==> src/rtl/noc3_out_credit_buf.sv <==
// noc3_out_credit_buf: flit FIFO toward a NoC3 router with credit flow control.
// One flit per cycle leaves while the downstream router has buffer credits.
`ifndef NOC_DATA_WIDTH
`define NOC_DATA_WIDTH 64
`endif

module noc3_out_credit_buf #(
  parameter int DEPTH   = 4,
  parameter int CREDITS = 4,
  parameter int DATA_W  = `NOC_DATA_WIDTH
) (
  input  logic              clk,
  input  logic              rst_n,
  input  logic              noc3encoder_noc3out_val,
  input  logic [DATA_W-1:0] noc3encoder_noc3out_data,
  output logic              noc3out_ready,
  output logic              noc3_out_val,
  output logic [DATA_W-1:0] noc3_out_data,
  input  logic              noc3_out_yummy,
  output logic              buf_empty,
  output logic [3:0]        credit_cnt,
  output logic              err_credit_ovf
);

  localparam int AW = $clog2(DEPTH);
  localparam logic [AW:0]   LP_DEPTH = DEPTH[AW:0];
  localparam logic [AW:0]   LP_OCC1  = {{AW{1'b0}}, 1'b1};
  localparam logic [AW-1:0] LP_PTR1  = {{(AW-1){1'b0}}, 1'b1};
  localparam logic [3:0]    LP_CRED  = CREDITS[3:0];

  logic [DATA_W-1:0] r_mem [DEPTH];
  logic [AW-1:0]     r_wr_ptr;
  logic [AW-1:0]     r_rd_ptr;
  logic [AW:0]       r_occ;
  logic [3:0]        r_credit;
  logic              r_ovf;
  logic              r_val;
  logic [DATA_W-1:0] r_data;

  logic w_wr;
  logic w_send;

  assign noc3out_ready  = (r_occ < LP_DEPTH);
  assign buf_empty      = (r_occ == '0);
  assign w_wr           = noc3encoder_noc3out_val && noc3out_ready;
  assign w_send         = !buf_empty && (r_credit != 4'd0);
  assign noc3_out_val   = r_val;
  assign noc3_out_data  = r_data;
  assign credit_cnt     = r_credit;
  assign err_credit_ovf = r_ovf;

  // Flit storage; contents are don't-care until written.
  always_ff @(posedge clk) begin
    if (w_wr) r_mem[r_wr_ptr] <= noc3encoder_noc3out_data;
  end

  // Pointers and occupancy; a write and send together leave occupancy as is.
  always_ff @(posedge clk or negedge rst_n) begin
    if (!rst_n) begin
      r_wr_ptr <= '0;
      r_rd_ptr <= '0;
      r_occ    <= '0;
    end else begin
      if (w_wr)   r_wr_ptr <= r_wr_ptr + LP_PTR1;
      if (w_send) r_rd_ptr <= r_rd_ptr + LP_PTR1;
      unique case ({w_wr, w_send})
        2'b10:   r_occ <= r_occ + LP_OCC1;
        2'b01:   r_occ <= r_occ - LP_OCC1;
        default: r_occ <= r_occ;
      endcase
    end
  end

  // Credit counter; a return at full credit saturates and flags an error.
  always_ff @(posedge clk or negedge rst_n) begin
    if (!rst_n) begin
      r_credit <= LP_CRED;
      r_ovf    <= 1'b0;
    end else if (w_send && !noc3_out_yummy) begin
      r_credit <= r_credit - 4'd1;
    end else if (!w_send && noc3_out_yummy) begin
      if (r_credit == LP_CRED) r_ovf <= 1'b1;
      else                     r_credit <= r_credit + 4'd1;
    end
  end

  // Output register: one-cycle valid pulse per sent flit, data held between.
  always_ff @(posedge clk or negedge rst_n) begin
    if (!rst_n) begin
      r_val  <= 1'b0;
      r_data <= '0;
    end else begin
      r_val <= w_send;
      if (w_send) r_data <= r_mem[r_rd_ptr];
    end
  end

endmodule

==> config.mk <==
export PLATFORM = sky130hd
export DESIGN_NAME = noc3_out_credit_buf
export DESIGN_NICKNAME = d
export VERILOG_FILES = /design/src/rtl/noc3_out_credit_buf.sv
export SDC_FILE = /design/constraint.sdc
export NUM_CORES = 1
export LEC_CHECK = 0
export CAP_MARGIN = 5
export CORE_ASPECT_RATIO = 0.9
export CORE_UTILIZATION = 55
export CTS_CLUSTER_DIAMETER = 80
export CTS_CLUSTER_SIZE = 14
export DETAILED_ROUTE_END_ITERATION = 10
export GPL_TIMING_DRIVEN = 0
export PLACE_DENSITY = 0.78
export SLEW_MARGIN = 30
export SYNTH_ARGS = -nofsm -noshare
export SYNTH_HDL_FRONTEND = slang
export SYNTH_SLANG_ARGS = --single-unit
==> constraint.sdc <==
create_clock -name clk -period 3.9 [get_ports clk]
set_input_delay 0.78 -clock clk [delete_from_list [all_inputs] [get_ports clk]]
set_output_delay 0.78 -clock clk [all_outputs]
set_load 0.05 [all_outputs]
**After elaboration in Yosys (flattened, before gate mapping)**

Memories as Yosys holds them, arrays and structs flattened. A register that Yosys moved wholly into a read port is not among the register bits.
Cells that the tools add are included.

- Multiply operators: 0
- $lt $le $gt $ge: 1
- Equal/unequal tests: 4
- Reduce and logical (&&, ||, !) cells: 14
- Shifts and indexed selects: 0
- Div/mod/pow operators: 0
- Bitwise gates (word level): 1
- Mux-type cells: 6
- $add $sub $neg: 6

Operators by type and width:

| operator | number |
|---|---|
| $mux W4 | 3 |
| $pmux W3 S2 | 1 |
| $add A2 B1 Y2 const B | 2 |
| $add A4 B1 Y4 const B | 1 |
| $eq A4 B3 Y1 const B | 1 |
| $logic_and A1 B1 Y1 | 4 |
| $logic_not A1 Y1 | 4 |
| $reduce_bool A2 Y1 | 2 |
| $reduce_bool A4 Y1 | 1 |
| $sub A4 B1 Y4 const B | 1 |
| $add A3 B1 Y3 const B | 1 |
| $logic_not A3 Y1 | 1 |
| $lt A3 B3 Y1 const B | 1 |
| $reduce_and A3 Y1 | 1 |
| $sub A3 B1 Y3 const B | 1 |
| $eq A2 B1 Y1 const B | 1 |
| $eq A2 B2 Y1 const B | 1 |
| $mux W1 | 2 |
| $ne A2 B2 Y1 const B | 1 |
| $reduce_and A2 Y1 | 1 |
| $not A1 Y1 | 1 |

- Bits of input ports: 68
- Bits in read-only memories: 0
- Memories: 1
- Word-level logic and storage cells: 39
- Bits in writable memories: 256
- Output and inout port bits: 72
- Latch bits: 0
- Register bits: 13

Memories:

| memory | depth | width | rd ports | clocked after Yosys merged registers in | write ports | line | source |
|---|---|---|---|---|---|---|---|
| r_mem | 4 | 64 | 1 | 1 | 1 | 31 | `logic [DATA_W-1:0] r_mem [DEPTH];` |

**Depth between registers and ports, before layout**

- Depth after elaboration: 7
- Gate-level depth with buffers: 10
- Depth with buffers taken out: 9

**Least setup slack after synthesis**

OpenSTA, ideal clock, no wires.

- Path type: input-to-reg
- Start point: in noc3encoder_noc3out_val
- End point: mem r_mem[0][0] in the netlist's numbering, enable pin
- Stages: 3
- Slack: 0.815 ns
- Required time: 3.471 ns
- Buffers on the path: 1
- Arrival: 2.656 ns
- Library setup time: 0.429 ns
- Cells stage by stage: nor2b_1 clkbuf_1 and2_1

- Cells in the longest elaborated chain, start to end: 3

Ends and longest elaborated chain:

| what | line | source |
|---|---|---|
| from (decl) | 14 | `input logic noc3encoder_noc3out_val,` |
| $logic_and A1 B1 Y1 | 45 | `assign w_wr = noc3encoder_noc3out_val && noc3out_ready;` |
| $mux W1 | 54 | `if (w_wr) r_mem[r_wr_ptr] <= noc3encoder_noc3out_data;` |
| $mux W1 (not written as such) | 54 |  |
| to (decl) | 31 |  |

No other way between the ends.

**Worst setup path in the final report**

- Start point: reg r_occ[0]
- End point: out buf_empty

- Cells in the longest elaborated chain, start to end: 1

Ends and longest elaborated chain:

| what | line | source |
|---|---|---|
| from (decl) | 34 | `logic [AW:0] r_occ;` |
| from (signal assigned) | 67 | `2'b10: r_occ <= r_occ + LP_OCC1;` |
| from (signal assigned) | 68 | `2'b01: r_occ <= r_occ - LP_OCC1;` |
| from (signal assigned) | 69 | `default: r_occ <= r_occ;` |
| $logic_not A3 Y1 | 44 | `assign buf_empty = (r_occ == '0);` |
| to (decl) | 20 | `output logic buf_empty,` |

No other way between the ends.

==> metrics <==
CTS Buffer Depth=3; Lkg Pwr=5.247 nW; Crit Path Category=reg -> out; worst skew pair latency=0.53 ns; GR Util All Layers=20.58%; Top delay family on crit path=buffers and inverters; met2 wire len=11.59 mm; CP Buf/Inv Count=2; post-route ant nets=0; prevailing post-synth register cell=edfxtp_1; first-pass GRT wire length=35.71 mm; Starting Density=56.86%; WP depth=3; CP required=3.12 ns; CTS tree=done; synthesized area per cell=22.67 um2; mapped cell area=12,450 um2; Max Fclk=328.2 MHz; top sig layer=met4; setup bufs post-CTS=0; CP max stage cell=clkdlybuf4s50_1; Post-DP Area=14,330 um2; crit path cell chain=or3_4 > clkinv_4 > clkdlybuf4s50_1; Post-CTS Resized=0; Final Cycle Share=78.13%; routability cong.=0.7858; syn nets=625; Die H=144.7 um; MaxCap Viol Count=0; top-count cell post-synth=edfxtp_1; P_sw=4.542 mW; fin area=15,090 um2; Commonest cells post-synth=256 x edfxtp_1, 76 x dfrtp_1, 64 x mux4_2; crit start category=register; largest net degree at the start of global routing=43; DR WL/cell=22.30 um; Ports=140; Setup crit end kind=output port; cell taking the most area after synthesis=edfxtp_1; maximum vdd drop=0.4684 mV; Synth Warn #=0; DRT iter0 DRCs=372; total CTS buffers=27; Synth cell types=35; reg2reg setup slack=1.14 ns; Rel. slew slack=51.87%; worst endpoint data arrival time=2.27 ns; Reg power frac=38.9%; met3 wire length=1.399 mm; vias in the first global route=6,307; core area=21,890 um2; Post-synth ARST share=23.12%; Pwr per Cell Area=857.4 nW/um2; Die W=160.6 um; final wirelength=23.01 mm; GRT overflow=0; fin nets=798; non-filler cells, final=1,032; clock share of power=18.9%; Logic pwr share=42.2%; # setup viols final=0; clock input transition at the sequential cells of the worst setup and hold paths=0.07 ns; worst min path class=in -> async; Slew Limit Fails=0; final setup TNS=0 ns; Synth Register Bits=333; status=finished clean; Syn Inst Count=549; reg-to-reg endpoint=r_occ[2]; final hold vios=0; die area=23,240 um2; hold buffers post-CTS=0; Int Pwr=8.394 mW; clk sinks=333; Sw Share=35.11%; register area share after synthesis=77.26%; Worst-Margin Slew=0.7220 ns; First-pass DRT Iterations=7; worst-path fanout max=8; R2R Path Start=credit_cnt[2]; vias post-DR=5,840; final worst path period need=3.047 ns; Cells after DPL=984; Remaining DRCs=0; met1 wire length=9.597 mm; Root Buffer=clkbuf_16; port buffer count=139; Reg2Reg Depth=10; Final Skew=0.01726 ns; FP Rows=51; ranking of synthesized cells by area=edfxtp_1 62%, dfrtp_1 15%, mux4_2 12%; worst hold slack=0.1868 ns; RSZ-0062 raised after global routing=false; H-tree levels=1; share of layout cells above drive strength 1=25.37%; top-area cell type share of the netlist area=61.77%; antenna diode count=0; HPWL after DPL=14.51 mm; vias per inst=5.659; Worst path max stage delay=0.81 ns; initial antenna violation count=0; Post-synth EDFFs=256; area delta synth->final=21.23%
## per-layer routing
metal  vias up  GRT usage, %
li1       2560             -
met1      3052         27.95
met2       183         34.75
met3        45         4.104
met4         0         5.213
met5         -             0
## cell families after synthesis
family	share of synthesized area [%]
DFF	77.26
AOI/OAI and AO/OA	0.6333
muxes	18.14
and+or+nand+nor	1.236
buffers and inverters	1.448
xor gates and xnor gates	0.4222
adders and majority gates	0.8646
## power groups by stage
stage | clock network, mW | registers, mW | logic, mW
after floorplan | 0 | 6.33 | 2.61
after global placement | 0 | 5.10 | 5.30
after detailed placement | 0 | 5.11 | 5.51
after CTS | 2.49 | 5.04 | 5.54
after global routing | 2.62 | 5.10 | 5.78
final | 2.44 | 5.03 | 5.46
## layout make-up
class | instances | area (um2)
timing repair buffer | 144 | 1508
inverter | 10 | 42.54
clock inverter | 2 | 13.76
fill | 1361 | 6799
clock buffer | 46 | 747.0
multi-input combinational | 183 | 2660
tap | 291 | 364.1
sequential | 333 | 9615
buffer | 23 | 137.6
## how the worst max path moves through the flow
stage / start / end / slack [ns]
CTS: r_occ[0] / buf_empty / 0.83
global route: r_occ[0] / buf_empty / 0.79
detailed placement: noc3encoder_noc3out_val / r_mem[0][45] / 0.96
global placement: rst_n / noc3_out_data[36] / -1.28
floorplan: noc3encoder_noc3out_val / r_mem[0][0] / 0.82
finish: r_occ[0] / buf_empty / 0.85
## layout by cell type, fill, tap and decap left out, types with 5 or more instances in the layout
cell,n
clkbuf_16,27
clkdlybuf4s50_1,138
buf_6,5
dfrtp_1,76
edfxtp_1,256
clkbuf_1,27
nand2_1,9
ha_1,7
o21ai_0,5
mux2_4,20
mux4_2,64
inv_1,9
buf_2,8
mux2_2,44
## metrics by stage
| step | util [%] | setup slack, ns | total power, mW |
|---|---|---|---|
| 3_5_place_dp | 65.46 | 0.9638 | 10.62 |
| 3_3_place_gp | 64.88 | -1.279 | 10.41 |
| 2_1_floorplan | - | 0.8153 | 8.939 |
| 4_1_cts | 68.94 | 0.8317 | 13.07 |
| 6_report | 68.94 | 0.8531 | 12.94 |
| 5_1_grt | 68.94 | 0.7885 | 13.51 |
## state kept, by name (all words and copies together) (netlist names)
name / count
r_mem: 256
noc3_out_data: 64
err_credit_ovf: 1
noc3_out_val: 1
r_rd_ptr: 2
r_occ: 3
r_wr_ptr: 2
credit_cnt: 4
Note: power is estimated with default switching activity, not from simulation.
==> edit, RTL diff (same settings) <==
The macro `NOC_DATA_WIDTH` goes from 64 to 60.
--- a/src/rtl/noc3_out_credit_buf.sv
+++ b/src/rtl/noc3_out_credit_buf.sv
@@ -1,7 +1,7 @@
 // noc3_out_credit_buf: flit FIFO toward a NoC3 router with credit flow control.
 // One flit per cycle leaves while the downstream router has buffer credits.
 `ifndef NOC_DATA_WIDTH
-`define NOC_DATA_WIDTH 64
+`define NOC_DATA_WIDTH 60
 `endif
 
 module noc3_out_credit_buf #(
Interface: changed (resized noc3_out_data and noc3encoder_noc3out_data); port bits go from 140 to 132. The function was not compared with the original's and may differ.
==> edit against the original RTL <==
Final area shrank 4.3%. Worst setup slack gained 0.059 ns. Synthesized area shrank 4.6%. Sequential cell count shrank 20. Largest cell class unchanged. Sequential power shrank 5.2%. Power shrank 2.6%. Routed wire length shrank 7.9%.
==> edit: results (changes against the original RTL) <==
- TritonRoute pass-1 iters: 4 (-3)
- Critical Path Max Stage Delay: 0.89 ns (+0.08 ns)
- Async SR Flop Fraction: 23.3% (+0.20 points)
- Complex-gate fraction of the synthesized area: 0.463% (-0.17 points)
- Net Sw Frac: 34.4% (-0.69 points)
- Wire length on met3: 1.18 mm (-15%)
- Post-Synth XOR/XNOR Area: 0.664% (+0.24 points)
- Vias in the first global route: 5908 (-6.3%)
- Worst VDD drop: 0.532 mV (+14%)
- Synth cell count leaders: edfxtp_1, dfrtp_1, mux4_2
- Port bufs: 131 (-5.8%)
- Clock network power: 0.00240 W (-2%)
- Routing usage on met2: 33.1% (-1.7 points)
- GRT met1 Usage: 27.5% (-0.40 points)
- Mapped Nets: 583 (-6.7%)
- Number of flip-flops in the largest register: 240 (-6.3%)
- Met3 Usage GRT: 4.37% (+0.26 points)
- Post_cts resized: 0 (unchanged)
- Status: finished, final reports clean
- Mapped Area: 0.0119 sq mm (-4.6%)
- Final Skew: 0.0157 ns (-0.00156 ns)
- Share of cells above drive strength 1: 25.6% (+0.24 points)
- Starting DRT DRC Count: 374 (+0.54%)
- Fillers: 1328 (-2.4%)
- HPWL Detailed: 13.0 mm (-10%)
- Leakage: 5.17 nW (-1.6%)
- Sequential area share after synthesis: 76.1% (-1.2 points)
- Metal-1 WL: 9.19 mm (-4.2%)
- Critical Path AT: 2.21 ns (-0.06 ns)
- Inserted Clock Buffers: 26 (-3.7%)
- First-pass GRT wire length: 33.0 mm (-7.7%)
- Type of the worst min-delay path: input pin to async pin
- GPL Wtd Cong: 0.715 (-9.0%)
- Max FO, Critical Path: 7 (-1)
- WL/cell: 21.6 um (-3.1%)
- Met2 Wirelength: 10.4 mm (-9.9%)
- Total Routing Usage GR: 20.0% (-0.58 points)
- Post-synth EDFFs: 240 (-6.3%)
- Slowest-stage cell, CP: clkdlybuf4s50_1
-- edit: cell count changes after synthesis, sizes merged, moves of 3 or more --
cell	before	now
dfrtp	76	72
edfxtp	256	240
mux2	64	61
mux4	64	60
nand2	9	4
o21ai	5	1
xnor2	4	7
-- edit: metrics by stage --
stage | total power [W] | instance area (sq um) | TNS [ns] | cells | setup WS [ns]
2_1_floorplan | 0.00877 | 11900 | 0 | 511 | 0.910
3_3_place_gp | 0.0102 | 13500 | -248.67 | 928 | -1.00
3_5_place_dp | 0.0103 | 13700 | 0 | 933 | 1.03
4_1_cts | 0.0127 | 14400 | 0 | 981 | 0.886
5_1_grt | 0.0131 | 14400 | 0 | 981 | 0.819
6_report | 0.0126 | 14400 | 0 | 981 | 0.912
-- edit: kinds of logic after synthesis --
group	after synthesis
and+or+nand+nor	20
AOI/OAI and AO/OA	7
buffers and inverters	31
xor gates and xnor gates	9
muxes	123
DFF	313
adders and majority gates	8
-- edit: worst paths after layout --
kind / from / to / slack, ns
worst max-delay path: r_occ[0] / buf_empty / 0.91
worst min-delay path: rst_n / noc3_out_data[37] / 0.16
worst max register to register: credit_cnt[2] / r_occ[2] / 1.40
worst min register to register: err_credit_ovf / err_credit_ovf / 0.48
max in group asynchronous: rst_n / credit_cnt[2] / 3.14
min in group clk: err_credit_ovf / err_credit_ovf / 0.48
-- edit: cell type report --
class / instances / area, sq um / area share, %
sequential: 313 / 9030 / 62.6
multi-input combinational: 167 / 2640 / 18.3
timing repair buffer: 136 / 1440 / 9.94
clock buffer: 47 / 751 / 5.20
tap: 286 / 358 / 2.48
buffer: 22 / 171 / 1.19
inverter: 9 / 41.3 / 0.286
clock inverter: 1 / 11.3 / 0.0780
